===== src/rtl/sram_ctrl_pkg.sv =====
// Shared types and default geometry for the SRAM RW-port controller.
package sram_ctrl_pkg;

    localparam int DEPTH_DEF  = 32;
    localparam int WIDTH_DEF  = 2;
    localparam int ADDR_W_DEF = 5;

    typedef enum logic {
        CLEAR = 1'b0,
        RUN   = 1'b1
    } ctrl_state_e;

endpackage


===== src/rtl/sram_resp_fifo.sv =====
// Two-entry response buffer holding read data until the consumer takes it.
module sram_resp_fifo #(
    parameter int WIDTH = 2
) (
    input  logic             clk,
    input  logic             rst_n,
    input  logic             push_i,
    input  logic             pop_i,
    input  logic [WIDTH-1:0] wdata_i,
    output logic [WIDTH-1:0] rdata_o,
    output logic [1:0]       count_o,
    output logic             not_empty_o
);

    logic [WIDTH-1:0] mem_q [2];
    logic             wr_ptr_q;
    logic             rd_ptr_q;
    logic [1:0]       count_q;
    logic [1:0]       count_d;
    logic             do_push;
    logic             do_pop;

    // Qualify push/pop so a full or empty buffer can never be corrupted.
    always_comb begin
        do_pop  = pop_i && (count_q != 2'd0);
        do_push = push_i && ((count_q != 2'd2) || do_pop);
        count_d = count_q + 2'(do_push) - 2'(do_pop);
    end

    // Storage, pointers and occupancy; simultaneous push and pop keep count.
    always_ff @(posedge clk or negedge rst_n) begin
        if (!rst_n) begin
            mem_q[0] <= '0;
            mem_q[1] <= '0;
            wr_ptr_q <= 1'b0;
            rd_ptr_q <= 1'b0;
            count_q  <= 2'd0;
        end else begin
            if (do_push) begin
                mem_q[wr_ptr_q] <= wdata_i;
                wr_ptr_q        <= ~wr_ptr_q;
            end
            if (do_pop) begin
                rd_ptr_q <= ~rd_ptr_q;
            end
            count_q <= count_d;
        end
    end

    assign rdata_o     = mem_q[rd_ptr_q];
    assign count_o     = count_q;
    assign not_empty_o = (count_q != 2'd0);

endmodule


===== src/rtl/sram_rw_port_ctrl.sv =====
// Request/response front end for a single-port masked SRAM: zero-fills the
// array after reset, then issues one port cycle per accepted request and
// returns read data in order through a credit-protected two-entry buffer.
module sram_rw_port_ctrl
    import sram_ctrl_pkg::*;
#(
    parameter int DEPTH      = DEPTH_DEF,
    parameter int WIDTH      = WIDTH_DEF,
    parameter int ADDR_W     = ADDR_W_DEF,
    parameter bit INIT_CLEAR = 1'b1
) (
    input  logic              clock,
    input  logic              reset_n,
    input  logic              req_valid,
    output logic              req_ready,
    input  logic              req_write,
    input  logic [ADDR_W-1:0] req_addr,
    input  logic [WIDTH-1:0]  req_wmask,
    input  logic [WIDTH-1:0]  req_wdata,
    output logic              resp_valid,
    input  logic              resp_ready,
    output logic [WIDTH-1:0]  resp_data,
    output logic              init_done,
    output logic [ADDR_W-1:0] mem_addr,
    output logic              mem_en,
    output logic              mem_wmode,
    output logic [WIDTH-1:0]  mem_wmask,
    output logic [WIDTH-1:0]  mem_wdata,
    input  logic [WIDTH-1:0]  mem_rdata
);

    localparam ctrl_state_e       RESET_STATE = INIT_CLEAR ? CLEAR : RUN;
    localparam logic [ADDR_W-1:0] LAST_ADDR   = ADDR_W'(DEPTH - 1);

    ctrl_state_e       state_q, state_d;
    logic [ADDR_W-1:0] clr_cnt_q, clr_cnt_d;
    logic              inflight_q, inflight_d;
    logic [1:0]        fifo_count;
    logic              pop;
    logic              accept;
    logic              credit_ok;
    logic [2:0]        outstanding;

    // Sweep counter walks every address once, then hands over to RUN and stops.
    always_comb begin
        state_d   = state_q;
        clr_cnt_d = clr_cnt_q;
        case (state_q)
            CLEAR: begin
                if (clr_cnt_q == LAST_ADDR) begin
                    state_d = RUN;
                end else begin
                    clr_cnt_d = clr_cnt_q + ADDR_W'(1);
                end
            end
            RUN: begin
                state_d = RUN;
            end
        endcase
    end

    // State, sweep counter and read-in-flight flag; reset discards pending reads.
    always_ff @(posedge clock or negedge reset_n) begin
        if (!reset_n) begin
            state_q    <= RESET_STATE;
            clr_cnt_q  <= '0;
            inflight_q <= 1'b0;
        end else begin
            state_q    <= state_d;
            clr_cnt_q  <= clr_cnt_d;
            inflight_q <= inflight_d;
        end
    end

    // Credits count reads already owed to the consumer; a same-cycle pop frees one.
    always_comb begin
        pop         = resp_valid && resp_ready;
        outstanding = {2'b00, inflight_q} + {1'b0, fifo_count} - {2'b00, pop};
        credit_ok   = (outstanding < 3'd2);
        init_done   = (state_q == RUN);
        req_ready   = reset_n && init_done && credit_ok;
        accept      = req_valid && req_ready;
        inflight_d  = accept && !req_write;
    end

    // Port drive: fixed zero-fill writes while clearing, request pass-through after.
    always_comb begin
        mem_en    = 1'b0;
        mem_wmode = 1'b0;
        mem_addr  = req_addr;
        mem_wmask = req_wmask;
        mem_wdata = req_wdata;
        if (state_q == CLEAR) begin
            mem_en    = reset_n;
            mem_wmode = 1'b1;
            mem_wmask = '1;
            mem_wdata = '0;
            mem_addr  = clr_cnt_q;
        end else begin
            mem_en    = accept;
            mem_wmode = req_write;
        end
    end

    sram_resp_fifo #(
        .WIDTH (WIDTH)
    ) u_resp_fifo (
        .clk         (clock),
        .rst_n       (reset_n),
        .push_i      (inflight_q),
        .pop_i       (pop),
        .wdata_i     (mem_rdata),
        .rdata_o     (resp_data),
        .count_o     (fifo_count),
        .not_empty_o (resp_valid)
    );

endmodule


===== config.mk =====
export PLATFORM = sky130hd
export DESIGN_NAME = sram_rw_port_ctrl
export DESIGN_NICKNAME = d
export VERILOG_FILES = /design/src/rtl/sram_ctrl_pkg.sv /design/src/rtl/sram_resp_fifo.sv /design/src/rtl/sram_rw_port_ctrl.sv
export SDC_FILE = /design/constraint.sdc
export NUM_CORES = 1
export LEC_CHECK = 0
export CORE_MARGIN = 5
export CORE_UTILIZATION = 46
export CTS_CLUSTER_DIAMETER = 100
export DETAILED_ROUTE_END_ITERATION = 8
export GPL_TIMING_DRIVEN = 0
export PLACE_DENSITY = 0.81
export SETUP_SLACK_MARGIN = 0.3
export SKIP_CTS_REPAIR_TIMING = 1
export SYNTH_ARGS = -nofsm -noshare
export SYNTH_HDL_FRONTEND = slang
export SYNTH_SLANG_ARGS = --single-unit

===== constraint.sdc =====
create_clock -name clock -period 5.2 [get_ports clock]
set_clock_uncertainty 0.05 [all_clocks]
set_input_delay 0.78 -clock clock [delete_from_list [all_inputs] [get_ports clock]]
set_output_delay 0.78 -clock clock [all_outputs]
set_load 0.02 [all_outputs]

# [Word level (Yosys, flattened, before mapping)]
# Index checks and enable logic that the tools add are counted.
[op_classes] bitwise=6 muxes=13 order_cmp=4 n_shift=0 multipliers=0 div_mod_pow=0 addsub=5 eq_ne=2 reduce_logical=12
[ops] operator="$mux 2" count=6
[ops] operator="$logic_and 1x1->1" count=8
[ops] operator="$add 5x1->5 const B" count=1
[ops] operator="$eq 5x5->1 const B" count=1
[ops] operator="$mux 5" count=1
[ops] operator="$bwmux 4" count=1
[ops] operator="$ge 2x2->1 const B" count=2
[ops] operator="$not 1->1" count=4
[ops] operator="$not 1->2" count=2
[ops] operator="$add 1x2->3" count=1
[ops] operator="$lt 3x2->1 const B" count=1
[ops] operator="$mux 1" count=3
[ops] operator="$sub 3x1->3" count=1
[ops] operator="$add 2x1->2" count=1
[ops] operator="$demux 2 s1" count=1
[ops] operator="$lt 2x1->1 const B" count=1
[ops] operator="$ne 2x2->1 const B" count=1
[ops] operator="$pmux 1 s2" count=1
[ops] operator="$reduce_and 2->1" count=1
[ops] operator="$reduce_bool 2->1" count=1
[ops] operator="$sub 2x1->2" count=1
[ops] operator="$logic_not 1->1" count=1
[ops] operator="$logic_or 1x1->1" count=1
[word_totals] elab_cells=50 mem_bits_rw=0 memories=0 out_inout_bits=16 ff_bits=15 latch_bits=0 mem_bits_ro=0 in_bits=16

# [Depth between registers and ports, before layout]
# Gate-level depths: netlist of the first run.
[depth] ltp_word=7 depth_mapped=9

# [Modules after synthesis]
# From an unflattened synthesis of the first run, not the netlist that was laid out.
[hier_totals] hier_cells=70 area_unflattened_um2=852.1
[modules_own_cells] module="sram_rw_port_ctrl" cells_each=42 seq_area_each_um2=175.2 n_inst=1 area_each_um2=452.9
[modules_own_cells] module="sram_resp_fifo" cells_each=28 seq_area_each_um2=200.2 n_inst=1 area_each_um2=399.1

# [Least setup slack after synthesis of the first run]
# OpenSTA, ideal clock, no wires.
[synth_timing] kind="register to output" startpoint="reg u_resp_fifo.count_q[1], in the netlist u_resp_fifo.count_o[1]" endpoint="out mem_en" path_slack_ns=1.859 stages_incl_launch_ff=10 path_buffers=0 arrival_time_ns=2.511 required_ns=4.370 path_cell_list="dfrtp_1 > or2_2 > and2_1 > ha_1 > inv_1 > nand2_1 > fa_1 > nand3_1 > or3b_1 > o21ai_0"
[synth_between] elab_chain_cells=7
[synth_lines] item="from (decl)" line_no="sram_resp_fifo.sv:18" text="logic [1:0] count_q;"
[synth_lines] item="from (signal assigned)" line_no="sram_resp_fifo.sv:46" text="count_q <= count_d;"
[synth_lines] item="$reduce_bool 2->1" line_no="sram_resp_fifo.sv:52" text="assign not_empty_o = (count_q != 2'd0);"
[synth_lines] item="named net resp_valid" line_no="sram_rw_port_ctrl.sv:20" text="output logic resp_valid,"
[synth_lines] item="$logic_and 1x1->1" line_no="sram_rw_port_ctrl.sv:77" text="pop = resp_valid && resp_ready;"
[synth_lines] item="$sub 3x1->3" line_no="sram_rw_port_ctrl.sv:78" text="outstanding = {2'b00, inflight_q} + {1'b0, fifo_count} - {2'b00, pop};"
[synth_lines] item="$lt 3x2->1" line_no="sram_rw_port_ctrl.sv:79" text="credit_ok = (outstanding < 3'd2);"
[synth_lines] item="$logic_and 1x1->1" line_no="sram_rw_port_ctrl.sv:81" text="req_ready = reset_n && init_done && credit_ok;"
[synth_lines] item="$logic_and 1x1->1" line_no="sram_rw_port_ctrl.sv:82" text="accept = req_valid && req_ready;"
[synth_lines] item="$mux 1" line_no="sram_rw_port_ctrl.sv:93" text="if (state_q == CLEAR) begin"
[synth_lines] item="to (decl)" line_no="sram_rw_port_ctrl.sv:25" text="output logic mem_en,"
# The timed path passes the listed nets, and every way through them passes these cells.

# [Worst setup path after layout of the first run]
[layout_timing] startpoint="in resp_ready" endpoint="out mem_en"
[layout_between] elab_chain_cells=6
[layout_lines] item="from (decl)" line_no="sram_rw_port_ctrl.sv:21" text="input logic resp_ready,"
[layout_lines] item="$logic_and 1x1->1" line_no="sram_rw_port_ctrl.sv:77"
[layout_lines] item="$sub 3x1->3" line_no="sram_rw_port_ctrl.sv:78"
[layout_lines] item="$lt 3x2->1" line_no="sram_rw_port_ctrl.sv:79"
[layout_lines] item="$logic_and 1x1->1" line_no="sram_rw_port_ctrl.sv:81"
[layout_lines] item="$logic_and 1x1->1" line_no="sram_rw_port_ctrl.sv:82"
[layout_lines] item="$mux 1" line_no="sram_rw_port_ctrl.sv:93"
# No other way between the ends.

==> flow_summary.json, run 1 <==
{
  "status": "finished clean",
  "antennaDiodeCount": 0,
  "grt_usage_pct": 13.2,
  "ys_seq_area_share_pct": 45.0,
  "fin_crit_sh_pct": 83.8,
  "die_w_um": 52.6,
  "synth-seq-cells": 15,
  "max_freq_ghz": 0.229,
  "cp_max_fo": 2,
  "min_from": "clr_cnt_q[3]",
  "nFillCells": 138,
  "hpwl_um": 1290,
  "ctsRootBufferMaster": "clkbuf_4",
  "crit_path_start": "resp_ready",
  "drc": 0,
  "r2r_setup_slack_ns": 2.68,
  "hold_depth": 1,
  "clk_pin_slew_ns": 0.09,
  "avgSynthCellArea_sq_um": 11.9,
  "initial_core_util_pct": 48.3,
  "path_cells": "clkdlybuf4s50_1 > and2_1 > ha_1 > inv_1 > nand2_1 > fa_1 > nand3_1 > or3b_1 > o21ai_0 > clkdlybuf4s50_1",
  "path_class": "input port to primary output",
  "cp_common_cell": "clkdlybuf4s50_1",
  "rr_startpoint": "u_resp_fifo.count_o[1]",
  "portBuffers": 31,
  "area_growth_pct": 44.2,
  "cts_buffers": 3,
  "crit_slowest_cell": "clkdlybuf4s50_1",
  "yosysUniqueCellTypes": 21,
  "maxCapViolations": 0,
  "cts_buffer_depth": 2,
  "die-height_um": 52.6,
  "final_cell_count_no_fill": 130,
  "fin_area_sq_um": 1200,
  "placed_cells": 126,
  "final_layout_size_suffix_gt1_share_pct": 21.0,
  "wl_per_cell_um": 11.9,
  "coreArea_sq_um": 1730,
  "reg2reg_to": "inflight_q",
  "p_total_mw": 0.420,
  "powerDensity_nw_per_um2": 349,
  "fp-row-count": 15,
  "relSlewSlack_pct": 51.7,
  "ff2ff_path_depth": 9,
  "layout.nets": 128,
  "drt_pass1_iterations": 3,
  "die-area_sq_um": 2770,
  "period_needed_ns": 4.36,
  "rsz0062_at_grt": "false",
  "first_iter_violations": 3,
  "grt_pass1_vias": 627,
  "yosysWarnings": 0,
  "clkSinkCount": 15,
  "cts_tree": "built",
  "finalMaxSlewViolations": 0,
  "netlist_instances": 70,
  "critPathCaptureType": "primary output",
  "required_ns": 4.37,
  "p_leak_nw": 0.508,
  "antenna_found_initial": 0,
  "ir_drop_mv": 0.189,
  "vias": 612,
  "gr-total-overflow": 0,
  "grt_pass1_wl_um": 2620,
  "htree_num_levels": 1,
  "hold_path.class": "flop to flop",
  "critPathMaxStageDelay_ns": 0.62,
  "tightestPinTransition_ns": 0.722,
  "dpl_cell_area_sq_um": 1180,
  "vias_per_cell": 4.71,
  "num_io_pins": 32,
  "tns_ns": 0,
  "synth_nets": 92,
  "grt_max_degree": 18,
  "cp.arrival_ns": 3.53,
  "gp_congestion": 0.700,
  "critical_path.startpoint_type": "input port",
  "wl_um": 1550,
  "netlist_area_sq_um": 835,
  "clk_latency_ns": 0.28,
  "whs_endpoint": "clr_cnt_q[3]",
  "setup_viol_count_final": 0,
  "postRouteAntennaNets": 0,
  "hold_viol_final": 0
}
[worst max path at each step]
stage,end,slack [ns],cells after the start
after floorplan,mem_en,1.86,9
after global placement,mem_en,0.85,10
after detailed placement,mem_en,0.85,10
after CTS,mem_en,0.82,10
after global routing,mem_en,0.67,10
final,mem_en,0.84,10
[sequential cells by signal, indices dropped and copies added, names as in the netlist]
name and count:
clr_cnt_q 5, u_resp_fifo.rd_ptr_q 1, u_resp_fifo.mem_q 4, init_done 1, u_resp_fifo.count_o 2, inflight_q 1
u_resp_fifo.wr_ptr_q 1
[cell families after synthesis]
family,share of synthesized area [%]
buf+inv,3.30
simple gates,16.3
mux,17.5
fa+ha+maj,9.90
xor+xnor,7.35
compound gates,0.599
flops,45.0
[where the power goes]
group / leakage [nW] / internal (mW) / switching [mW]
clock: 0.0177 / 0.0285 / 0.0377
combinational: 0.326 / 0.104 / 0.0825
sequential: 0.164 / 0.143 / 0.0247
[critical path, delay by kind of cell]
family | cells | cell delay (ns)
and+or+nand+nor | 4 | 0.74
adders and majority gates | 2 | 0.73
buffers and inverters | 3 | 1.20
AOI/OAI and AO/OA | 1 | 0.08
[cell usage after synthesis]
library cell	n	area, sq um
o21ai_0	1	5.00
nand2_1	3	11.3
xnor2_1	2	17.5
nand4_1	1	6.26
xor2_1	5	43.8
fa_1	1	20.0
nand3_1	1	5.00
buf_2	1	5.00
dfrtp_1	15	375
and2b_2	1	8.76
and3_1	1	6.26
ha_1	5	62.6
nor2_1	4	15.0
nor3b_4	1	18.8
or2_2	1	6.26
nand2b_1	3	18.8
mux2_2	13	146
nor3b_2	1	12.5
and2_1	3	18.8
inv_1	6	22.5
or3b_1	1	8.76
[per-layer routing]
layer / up-vias / share of wire, % / GRT usage, %
li1: 300 / - / -
met1: 293 / 44 / 15.2
met2: 17 / 51 / 22.1
met3: 2 / 4.1 / 4.84
met4: 0 / 0.64 / 5.11
met5: - / 0 / 0
[per-stage QoR]
step	hold WS [ns]	setup WS, ns	utilization, %
after detailed placement	0.436	0.847	68.1
after global routing	0.487	0.665	69.7
after CTS	0.456	0.816	69.7
final	0.457	0.843	69.7
after floorplan	0.405	1.86	-
after global placement	0.432	0.850	68.1
[layout by cell type, fill, tap and decap left out, types with 2 or more instances in the layout]
cell type         n
clkdlybuf4s50_1  31
dfrtp_1          15
mux2_2           13
inv_1             6
xor2_1            5
ha_1              5
nor2_1            4
nand2b_1          3
and2_1            3
nand2_1           3
clkbuf_4          3
xnor2_1           2
[final cells by class]
cell class                 count  area [sq um]  share of cell area, %
buffer                         1          5.00                  0.416
clock buffer                   3          22.5                   1.87
inverter                       6          22.5                   1.87
clock inverter                 1          5.00                  0.416
timing repair buffer          31           310                   25.8
multi-input combinational     48           432                   35.9
tap                           25          31.3                   2.60
sequential                    15           375                   31.2
(Power assumes the default switching activity.)
==> run 2: changes to the inputs <==
CORE_UTILIZATION = 38   (was 46)
PLACE_DENSITY = 0.72   (was 0.81)
clock period = 3.8 ns   (was 5.2 ns; I/O delays follow)
==> flow_summary.json, run 2 (synthesized netlist as in run 1, its figures left out) <==
{
  "status": "finished clean",
  "p_leak_nw": 0.525,
  "portBuffers": 31,
  "post-route-util_pct": 56.3,
  "critPathCaptureType": "primary output",
  "final_common_cell": "clkdlybuf4s50_1",
  "finalMaxSlewViolations": 0,
  "path_class": "input port to primary output",
  "antenna_found_initial": 0,
  "grt_max_degree": 18,
  "clk_pin_slew_ns": 0.08,
  "powerDensity_nw_per_um2": 473,
  "setup_viol_count_final": 0,
  "num_io_pins": 32,
  "initial_core_util_pct": 38.8,
  "hold_path.class": "flop to flop",
  "die-height_um": 56.9,
  "final_layout_size_suffix_gt1_share_pct": 22.9,
  "first_iter_violations": 8,
  "gp_congestion": 0.643,
  "wl_per_cell_um": 12.1,
  "p_total_mw": 0.571,
  "cp_max_fo": 2,
  "cts_buffers": 3,
  "die-area_sq_um": 3230,
  "clk_latency_ns": 0.28,
  "drc": 0,
  "fp-row-count": 17,
  "gr-total-overflow": 0,
  "top_register": "clr_cnt_q",
  "cts_tree": "built",
  "area_growth_pct": 44.8,
  "drt_pass1_iterations": 3,
  "largest_register_ff_count": 5,
  "antennaDiodeCount": 0,
  "max_freq_ghz": 0.285,
  "cts_buffer_depth": 2,
  "coreArea_sq_um": 2150,
  "ir_drop_mv": 0.293,
  "hpwl_um": 1370,
  "grt_usage_pct": 11.1,
  "cp.arrival_ns": 2.88,
  "maxCapViolations": 0,
  "relSlewSlack_pct": 54.6,
  "period_needed_ns": 3.50,
  "grt_pass1_vias": 629,
  "wl_um": 1610,
  "fin_crit_sh_pct": 92.2,
  "rsz0062_at_grt": "true",
  "final_cell_mix": "clkdlybuf4s50_1, dfrtp_1, mux2_2, inv_1",
  "postRouteAntennaNets": 0,
  "grt_pass1_wl_um": 2800,
  "ctsRootBufferMaster": "clkbuf_4",
  "hold_viol_final": 0,
  "die_w_um": 56.9,
  "tns_ns": 0,
  "vias": 610,
  "critical_path.startpoint_type": "input port",
  "layout.nets": 128,
  "whs_ns": 0.447,
  "vias_per_cell": 4.59,
  "dpl_cell_area_sq_um": 1180,
  "tightestPinTransition_ns": 0.679,
  "clkSinkCount": 15,
  "fin_area_sq_um": 1210,
  "htree_num_levels": 1,
  "required_ns": 3.18
}
## run 2: area by class of cell
class	instances	area, sq um
Fill cell	187	940
Multi-Input combinational cell	48	432
Sequential cell	15	377
Timing Repair Buffer	31	310
Tap cell	28	35.0
Clock buffer	3	22.5
Inverter	6	22.5
Clock inverter	1	5.00
Buffer	1	5.00
## run 2: routing by layer
| metal | share of wire, % | global-route usage, % | up-vias | wire [um] |
|---|---|---|---|---|
| li1 | - | - | 301 | - |
| met1 | 39 | 11.9 | 297 | 623 |
| met2 | 56 | 20.5 | 10 | 903 |
| met3 | 3.7 | 2.99 | 2 | 60 |
| met4 | 1.4 | 3.97 | 0 | 23 |
| met5 | 0 | 0 | - | 0 |
## run 2: final timing paths
path                                        start                      to  slack (ns)  cells past startpoint
setup / recovery                       resp_ready                  mem_en        0.30                     10
max in group asynchronous                 reset_n  u_resp_fifo.count_o[1]        2.58                      1
hold reg to reg                      clr_cnt_q[3]            clr_cnt_q[3]        0.45                      1
hold / removal                       clr_cnt_q[3]            clr_cnt_q[3]        0.45                      1
setup reg to reg           u_resp_fifo.count_o[1]              inflight_q        1.28                      9
min in group asynchronous                 reset_n    u_resp_fifo.mem_q[1]        0.65                      1
## run 2: per-stage QoR
| step | worst slack [ns] | std cells |
|---|---|---|
| finish | 0.296 | 133 |
| global route | 0.150 | 133 |
| CTS | -0.197 | 133 |
| detailed placement | -0.184 | 129 |
| global placement | -0.158 | 129 |
| floorplan | 0.669 | 70 |
## run 2: worst max-delay path: stages
cell and delay (ns):
clkdlybuf4s50_1 0.52, and2_1 0.18, ha_1 0.23, inv_1 0.07, nand2_1 0.07, fa_1 0.48, nand3_1 0.09, or3b_1 0.40
o21ai_0 0.09, buf_4 0.17
## run 2: power by group
part	internal, mW	leakage (nW)	switching [mW]	total, mW
Combinational	0.140	0.344	0.115	0.255
Clock	0.0390	0.0177	0.0471	0.0862
Sequential	0.196	0.163	0.0336	0.230
==> run 3: changes to the inputs <==
PLACE_DENSITY = 0.74   (was 0.72)
==> flow_summary.json, run 3 (synthesized netlist as in run 1, its figures left out) <==
{
  "status": "finished clean",
  "postRouteAntennaNets": 0,
  "vias_per_cell": 4.53,
  "cp.arrival_ns": 2.89,
  "drc": 0,
  "finalMaxSlewViolations": 0,
  "grt_max_degree": 18,
  "die_w_um": 56.9,
  "relSlewSlack_pct": 51.1,
  "fin_area_sq_um": 1200,
  "top_register": "clr_cnt_q",
  "layout.nets": 128,
  "hold_viol_final": 0,
  "final_cell_count_no_fill": 133,
  "coreArea_sq_um": 2150,
  "wl_per_cell_um": 11.8,
  "num_io_pins": 32,
  "gp_congestion": 0.690,
  "p_int_mw": 0.374,
  "antennaDiodeCount": 0,
  "tightestPinTransition_ns": 0.731,
  "vias": 603,
  "ctsRootBufferMaster": "clkbuf_4",
  "combPwrFrac_pct": 44.3,
  "area_growth_pct": 44.2,
  "required_ns": 3.18,
  "htree_num_levels": 1,
  "die-height_um": 56.9,
  "period_needed_ns": 3.51,
  "seq_power_share_pct": 40.0,
  "critical_path.startpoint_type": "input port",
  "max_freq_ghz": 0.285,
  "clk_pin_slew_ns": 0.08,
  "cts_buffer_depth": 2,
  "p_leak_nw": 0.522,
  "gr-total-overflow": 0,
  "first_iter_violations": 2,
  "hpwl_um": 1280,
  "wl_um": 1570,
  "rsz0062_at_grt": "true",
  "fin_crit_sh_pct": 92.5,
  "net-switching-power_mw": 0.198,
  "final_cell_mix": "clkdlybuf4s50_1, dfrtp_1, mux2_2, inv_1",
  "critPathCaptureType": "primary output",
  "final_layout_size_suffix_gt1_share_pct": 21.0,
  "final_common_cell": "clkdlybuf4s50_1",
  "grt_usage_pct": 11.0,
  "p_clk_share_pct": 15.7,
  "grt_pass1_vias": 590,
  "largest_register_ff_count": 5,
  "ir_drop_mv": 0.252,
  "drt_pass1_iterations": 3,
  "antenna_found_initial": 0,
  "grt_pass1_wl_um": 2850,
  "clk_latency_ns": 0.28,
  "maxCapViolations": 0,
  "die-area_sq_um": 3230,
  "dpl_cell_area_sq_um": 1180,
  "cp_max_fo": 2,
  "portBuffers": 31,
  "placed_cells": 129,
  "cts_buffers": 3,
  "hold_path.class": "flop to flop",
  "cts_tree": "built",
  "p_sw_share_pct": 34.6,
  "path_class": "input port to primary output",
  "setup_viol_count_final": 0,
  "clkSinkCount": 15,
  "powerDensity_nw_per_um2": 475,
  "fp-row-count": 17,
  "initial_core_util_pct": 38.8
}
run 3: changes by cell type in the layout (fill, tap and decap cells not counted), sizes merged:
cell,delta
clkbuf,+2
clkinv,-1
buf,-1
run 3: area by class of cell:
type	count	area [sq um]
flip-flops and latches	15	375
fillers	186	945
plain buffers	1	5.00
multi-input cells	48	432
repair buffers	31	308
inverters	6	22.5
well taps	28	35.0
clock buffers	4	26.3
run 3: final timing paths:
kind | startpoint | endpoint | slack, ns | depth (start not counted)
setup / recovery | resp_ready | mem_en | 0.29 | 10
hold / removal | clr_cnt_q[3] | clr_cnt_q[3] | 0.44 | 1
setup reg to reg | u_resp_fifo.count_o[1] | inflight_q | 1.28 | 9
hold reg to reg | clr_cnt_q[3] | clr_cnt_q[3] | 0.44 | 1
max in group asynchronous | reset_n | u_resp_fifo.mem_q[0] | 2.57 | 1
min in group asynchronous | reset_n | u_resp_fifo.wr_ptr_q | 0.67 | 1
run 3: critical path: stages:
cell             delay, ns
clkdlybuf4s50_1       0.52
and2_1                0.18
ha_1                  0.23
inv_1                 0.07
nand2_1               0.07
fa_1                  0.48
nand3_1               0.09
or3b_1                0.40
o21ai_0               0.09
clkbuf_2              0.19
run 3: power by group through the flow:
stage | Combinational, mW | Sequential (mW) | Clock (mW)
after floorplan | 0.165 | 0.225 | 0
after global placement | 0.255 | 0.230 | 0
after detailed placement | 0.260 | 0.233 | 0
after CTS | 0.261 | 0.230 | 0.0961
after global routing | 0.278 | 0.235 | 0.0998
final | 0.253 | 0.229 | 0.0894
run 3: through the flow:
step,setup TNS (ns),util [%],hold WS [ns],power [mW],setup slack [ns]
global route,0,56.0,0.478,0.612,0.134
floorplan,0,-,0.224,0.390,0.669
finish,0,56.0,0.445,0.571,0.286
detailed placement,-0.153,54.9,0.436,0.493,-0.153
global placement,-0.127,54.9,0.436,0.485,-0.127
CTS,-0.167,56.1,0.451,0.587,-0.167
run 3: layer usage:
metal | up-vias | GRT usage (%) | share of wire (%)
met1 | 284 | 13.9 | 42
met3 | 0 | 3.45 | 8.2
met4 | 0 | 1.99 | 0
li1 | 300 | - | -
met2 | 19 | 18.5 | 50
met5 | - | 0 | 0
==> edit 1, RTL diff (settings of run 2) <==
Set the package constant `ADDR_W_DEF` to 4 (it was 5).
--- a/src/rtl/sram_ctrl_pkg.sv
+++ b/src/rtl/sram_ctrl_pkg.sv
@@ -3,7 +3,7 @@
 
     localparam int DEPTH_DEF  = 32;
     localparam int WIDTH_DEF  = 2;
-    localparam int ADDR_W_DEF = 5;
+    localparam int ADDR_W_DEF = 4;
 
     typedef enum logic {
         CLEAR = 1'b0,
Ports: changed (resized mem_addr and req_addr); port bits go from 32 to 30. The function was not compared with the original's and may differ.
==> edit 1 against run 2 <==
  * Synthesized cell count up 1.4%
  * Sequential power down 7%
  * Sequential cell count down 1
  * Non-clock buffer count down 1
  * Via count down 1.3%
  * Routed wire length up 0.87%
  * Highest routed layer unchanged
  * Synthesized area down 5.7%
  * Hold slack worse by 0.0071 ns
  * Critical path depth unchanged
  * Power up 5.0%
  * Critical path type unchanged
  * Setup slack better by 0.056 ns
  * Register-to-register slack better by 0.02 ns
  * Sequential share of layout area down 0.81 points
  * Final area down 4.1%
==> edit 1: results (changes against run 2) <==
status:
  outcome: "finished clean"  # unchanged
critical_path:
  reg2reg_from: "u_resp_fifo.count_o[0]"  # was u_resp_fifo.count_o[1]
  r2r_end: "inflight_q"  # unchanged
  critPathMaxFanout: 2  # unchanged
  crit_family: "simple AND/OR/NAND/NOR gates"  # was buffers and inverters
  rrSetupSlack_ns: 1.30  # was 1.28 ns
  reg2regPathDepth: 9  # unchanged
  slowest_delay_ns: 0.49  # was 0.52 ns
  worstPathArrival_ns: 2.83  # was 2.88 ns
  critPathSlowestCell: "fa_1"  # was clkdlybuf4s50_1
cells_and_area:
  fillCellCount: 185  # was 187
  final_core_util_pct: 59.1  # was 56.3%
  drive_above_1_share_pct: 20.0  # was 22.9%
  n_antenna_cell: 0  # unchanged
synthesis:
  netlist-cell-type-count: 26  # was 21
  async_reset_ff_share_pct: 100  # unchanged
  ys_seq_area_share_pct: 44.5  # was 45.0%
  synthTopCellsByCount: "dfrtp_1 (14), inv_1 (9), mux2_2 (6)"  # was dfrtp_1 (15), mux2_2 (13), inv_1 (6)
  avgSynthCellArea_um2: 11.1  # was 11.9 um2
  syn_nets: 91  # was 92
  yosys-top-cells-area: "dfrtp_1 (45%), mux2_2 (8.6%), ha_1 (6.4%)"  # was dfrtp_1 (45%), mux2_2 (18%), ha_1 (7.5%)
  yosysWarningCount: 0  # unchanged
min_path:
  hold_path_depth: 1  # unchanged
  min_to: "u_resp_fifo.mem_q[2]"  # was clr_cnt_q[3]
  worstHoldStart: "u_resp_fifo.wr_ptr_q"  # was clr_cnt_q[3]
grt:
  grt_pass1_vias: 611  # was 629
  grt_pass1_wl_mm: 2.73  # was 2.80 mm
  grt_max_degree: 17  # was 18
  grt.total_usage_pct: 11.1  # about the same
  antenna_found_initial: 0  # unchanged
placed_design:
  place_hpwl_mm: 1.30  # was 1.37 mm
  pre_cts_ws_ns: -0.182  # was -0.184 ns
  globalplace.congestion: 0.743  # was 0.643
  placed_cells: 127  # was 129
  portBuffers: 29  # was 31
cts:
  cts_buffer_depth: 2  # unchanged
  clk_pin_slew_ns: 0.08  # about the same
  cts_root_buf: "clkbuf_4"  # unchanged
  h-tree-depth: 1  # unchanged
  insertion_delay_ns: 0.27
sta:
  slew_headroom_pct: 56.3  # was 54.6%
route:
  drt-total-wl_mm: 1.62  # was 1.61 mm
  viasPerCell: 4.56  # was 4.59
  drtIter0Drc: 2  # was 8
  dr.pass1.iters: 2  # was 3
  wire_per_inst_um: 12.3  # was 12.1 um
pwr:
  p_leak_nw: 0.524  # was 0.525 nW
  peakVddDrop_v: 0.000366  # was 0.000293 V
-- edit 1: cell types whose count changed after synthesis, moves of 2 or more --
cell	change
nor2_1	-2
mux2_1	+2
o2bb2ai_1	+2
a21oi_1	+3
nand3_2	+2
inv_1	+3
mux2_2	-7
xnor2_1	-2
-- edit 1: area by class of cell --
type,instances,area share (%)
multi-input combinational,47,34.6
buffer,1,0.432
tap,27,2.92
inverter,9,2.92
timing repair buffer,30,25.7
clock buffer,4,3.13
sequential,14,30.3
-- edit 1: cell families after synthesis --
group | count (synthesis) | synth area share (%)
and+or+nand+nor | 21 | 17.5
muxes | 8 | 11.4
DFF | 14 | 44.5
buffers and inverters | 10 | 4.93
adders and majority gates | 5 | 8.90
xor gates and xnor gates | 5 | 6.52
AOI/OAI and AO/OA | 8 | 6.20
-- edit 1: how the worst max path moves through the flow --
stage	from	slack (ns)	endpoint
floorplan	u_resp_fifo.count_o[1]	0.58	mem_en
global placement	resp_ready	-0.18	mem_en
detailed placement	resp_ready	-0.18	mem_en
CTS	u_resp_fifo.count_o[1]	-0.23	mem_en
global route	u_resp_fifo.count_o[0]	0.19	mem_en
finish	resp_ready	0.35	mem_en
-- edit 1: power breakdown --
group          total [W]  internal (W)  switching, W
combinational   0.000280      0.000147      0.000133
clock           0.000104     0.0000582     0.0000460
sequential      0.000215      0.000188     0.0000268
total           0.000600      0.000394      0.000206
-- edit 1: through the flow --
step	hold slack (ns)	TNS, ns	instance area [um2]	total power, W
floorplan	0.224	0	787	0.000389
global placement	0.423	-0.177	1110	0.000484
detailed placement	0.429	-0.182	1110	0.000489
CTS	0.447	-0.230	1150	0.000597
global route	0.455	0	1160	0.000650
finish	0.440	0	1160	0.000600
-- edit 1: layer usage --
| layer | share of wire (%) | vias to the layer above | wire (um) | GRT usage, % |
|---|---|---|---|---|
| met5 | 0 | - | 0 | 0 |
| met3 | 2.0 | 2 | 32 | 2.56 |
| met2 | 53 | 7 | 868 | 19.6 |
| met4 | 1.7 | 0 | 27 | 6.25 |
| met1 | 43 | 288 | 694 | 12.1 |
| li1 | - | 305 | - | - |
==> edit 2, RTL diff (flow settings as in run 2) <==
Without the edit above. Make the reset (`reset_n` and `rst_n`) synchronous in 2 clocked blocks.
--- a/src/rtl/sram_resp_fifo.sv
+++ b/src/rtl/sram_resp_fifo.sv
@@ -28,7 +28,7 @@
     end
 
     // Storage, pointers and occupancy; simultaneous push and pop keep count.
-    always_ff @(posedge clk or negedge rst_n) begin
+    always_ff @(posedge clk) begin
         if (!rst_n) begin
             mem_q[0] <= '0;
             mem_q[1] <= '0;
--- a/src/rtl/sram_rw_port_ctrl.sv
+++ b/src/rtl/sram_rw_port_ctrl.sv
@@ -60,7 +60,7 @@
     end
 
     // State, sweep counter and read-in-flight flag; reset discards pending reads.
-    always_ff @(posedge clock or negedge reset_n) begin
+    always_ff @(posedge clock) begin
         if (!reset_n) begin
             state_q    <= RESET_STATE;
             clr_cnt_q  <= '0;
Formal check against the unedited RTL: differs if reset_n is asserted again (counterexample within 4 cycles, from zero or initial values and one cycle with reset_n low); with reset_n held inactive, the same outputs for 10 cycles.
==> edit 2 against run 2 <==
  * Routed wire length increased by 7.4%
  * Setup slack improved by 0.11 ns
  * Sequential cell count increased by 1
  * Synthesized area increased by 3.9%
  * Final area increased by 2.3%
  * Register-to-register slack improved by 0.38 ns
  * Count of clock-buffer cells in the layout unchanged
  * Largest cell class unchanged
Power is not compared: it rests on default switching activity, and its combinational part moved more than twofold at a synthesized area within 25%.
==> edit 2: results (changes against run 2) <==
grt:
  grt_pass1_vias: 737  # was 629
  grt_pass1_wl_mm: 3.05  # was 2.80 mm
  met1_usage_pct: 12.9  # was 11.9%
  grt_util_met3_pct: 5.57  # was 2.99%
  grt.total_usage_pct: 11.7  # was 11.1%
placed_design:
  globalplace.congestion: 0.763  # was 0.643
  place_hpwl_mm: 1.38  # was 1.37 mm
synthesis:
  synth_adder_area_share_pct: 9.52  # was 9.90%
  synthTopCellsByCount: "dfxtp_1 (12), nor2_1 (11), mux2_2 (7), nand2_1 (7), nand2b_1 (6)"  # was dfrtp_1 (15), mux2_2 (13), inv_1 (6)
  synth_xor_area_share_pct: 5.05  # was 7.35%
  netlist-cell-type-count: 27  # was 21
  syn_nets: 113  # was 92
  yosys-top-cells-area: "dfxtp_1 (28%), edfxtp_1 (14%), mux2_2 (9.1%)"  # was dfrtp_1 (45%), mux2_2 (18%), ha_1 (7.5%)
  synth_compound_area_share_pct: 5.19  # was 0.600%
cells_and_area:
  fin_cells: 154  # was 133
critical_path:
  r2r_end: "inflight_q"  # unchanged
  rrSetupSlack_ns: 1.66  # was 1.28 ns
  reg2regPathDepth: 7  # was 9
  critPathMaxFanout: 3  # was 2
route:
  wire_per_inst_um: 11.2  # was 12.1 um
  wl_met3_um: 137  # was 60 um
sta:
  hold_ws_ns: 0.457  # was 0.447 ns
status:
  outcome: "finished clean"  # unchanged
min_path:
  worstHoldStart: "clr_cnt_q[3]"  # unchanged
  hold_path_depth: 2  # was 1
  min_to: "clr_cnt_q[3]"  # unchanged
edit 2: final cells by class:
class / count / area (um2)
Timing Repair Buffer: 31 / 308
Sequential cell: 16 / 360
Inverter: 4 / 15.0
Multi-Input combinational cell: 68 / 477
Clock buffer: 3 / 22.5
Tap cell: 28 / 35.0
Clock inverter: 1 / 3.75
Buffer: 3 / 15.0
Fill cell: 213 / 955
edit 2: kinds of logic (layout without fill, tap and decap cells):
logic type | after synthesis | in the layout
flops | 16 | 16
compound gates | 8 | 8
mux | 9 | 9
simple gates | 40 | 40
xor+xnor | 5 | 5
fa+ha+maj | 6 | 6
buf+inv | 7 | 42
edit 2: through the flow:
step	instance area [um2]	setup TNS, ns	setup WS (ns)
2_1_floorplan	867	0	0.973
3_3_place_gp	1210	-0.0383	-0.0383
3_5_place_dp	1210	-0.0416	-0.0416
4_1_cts	1240	-0.0354	-0.0354
5_1_grt	1240	0	0.298
6_report	1240	0	0.402
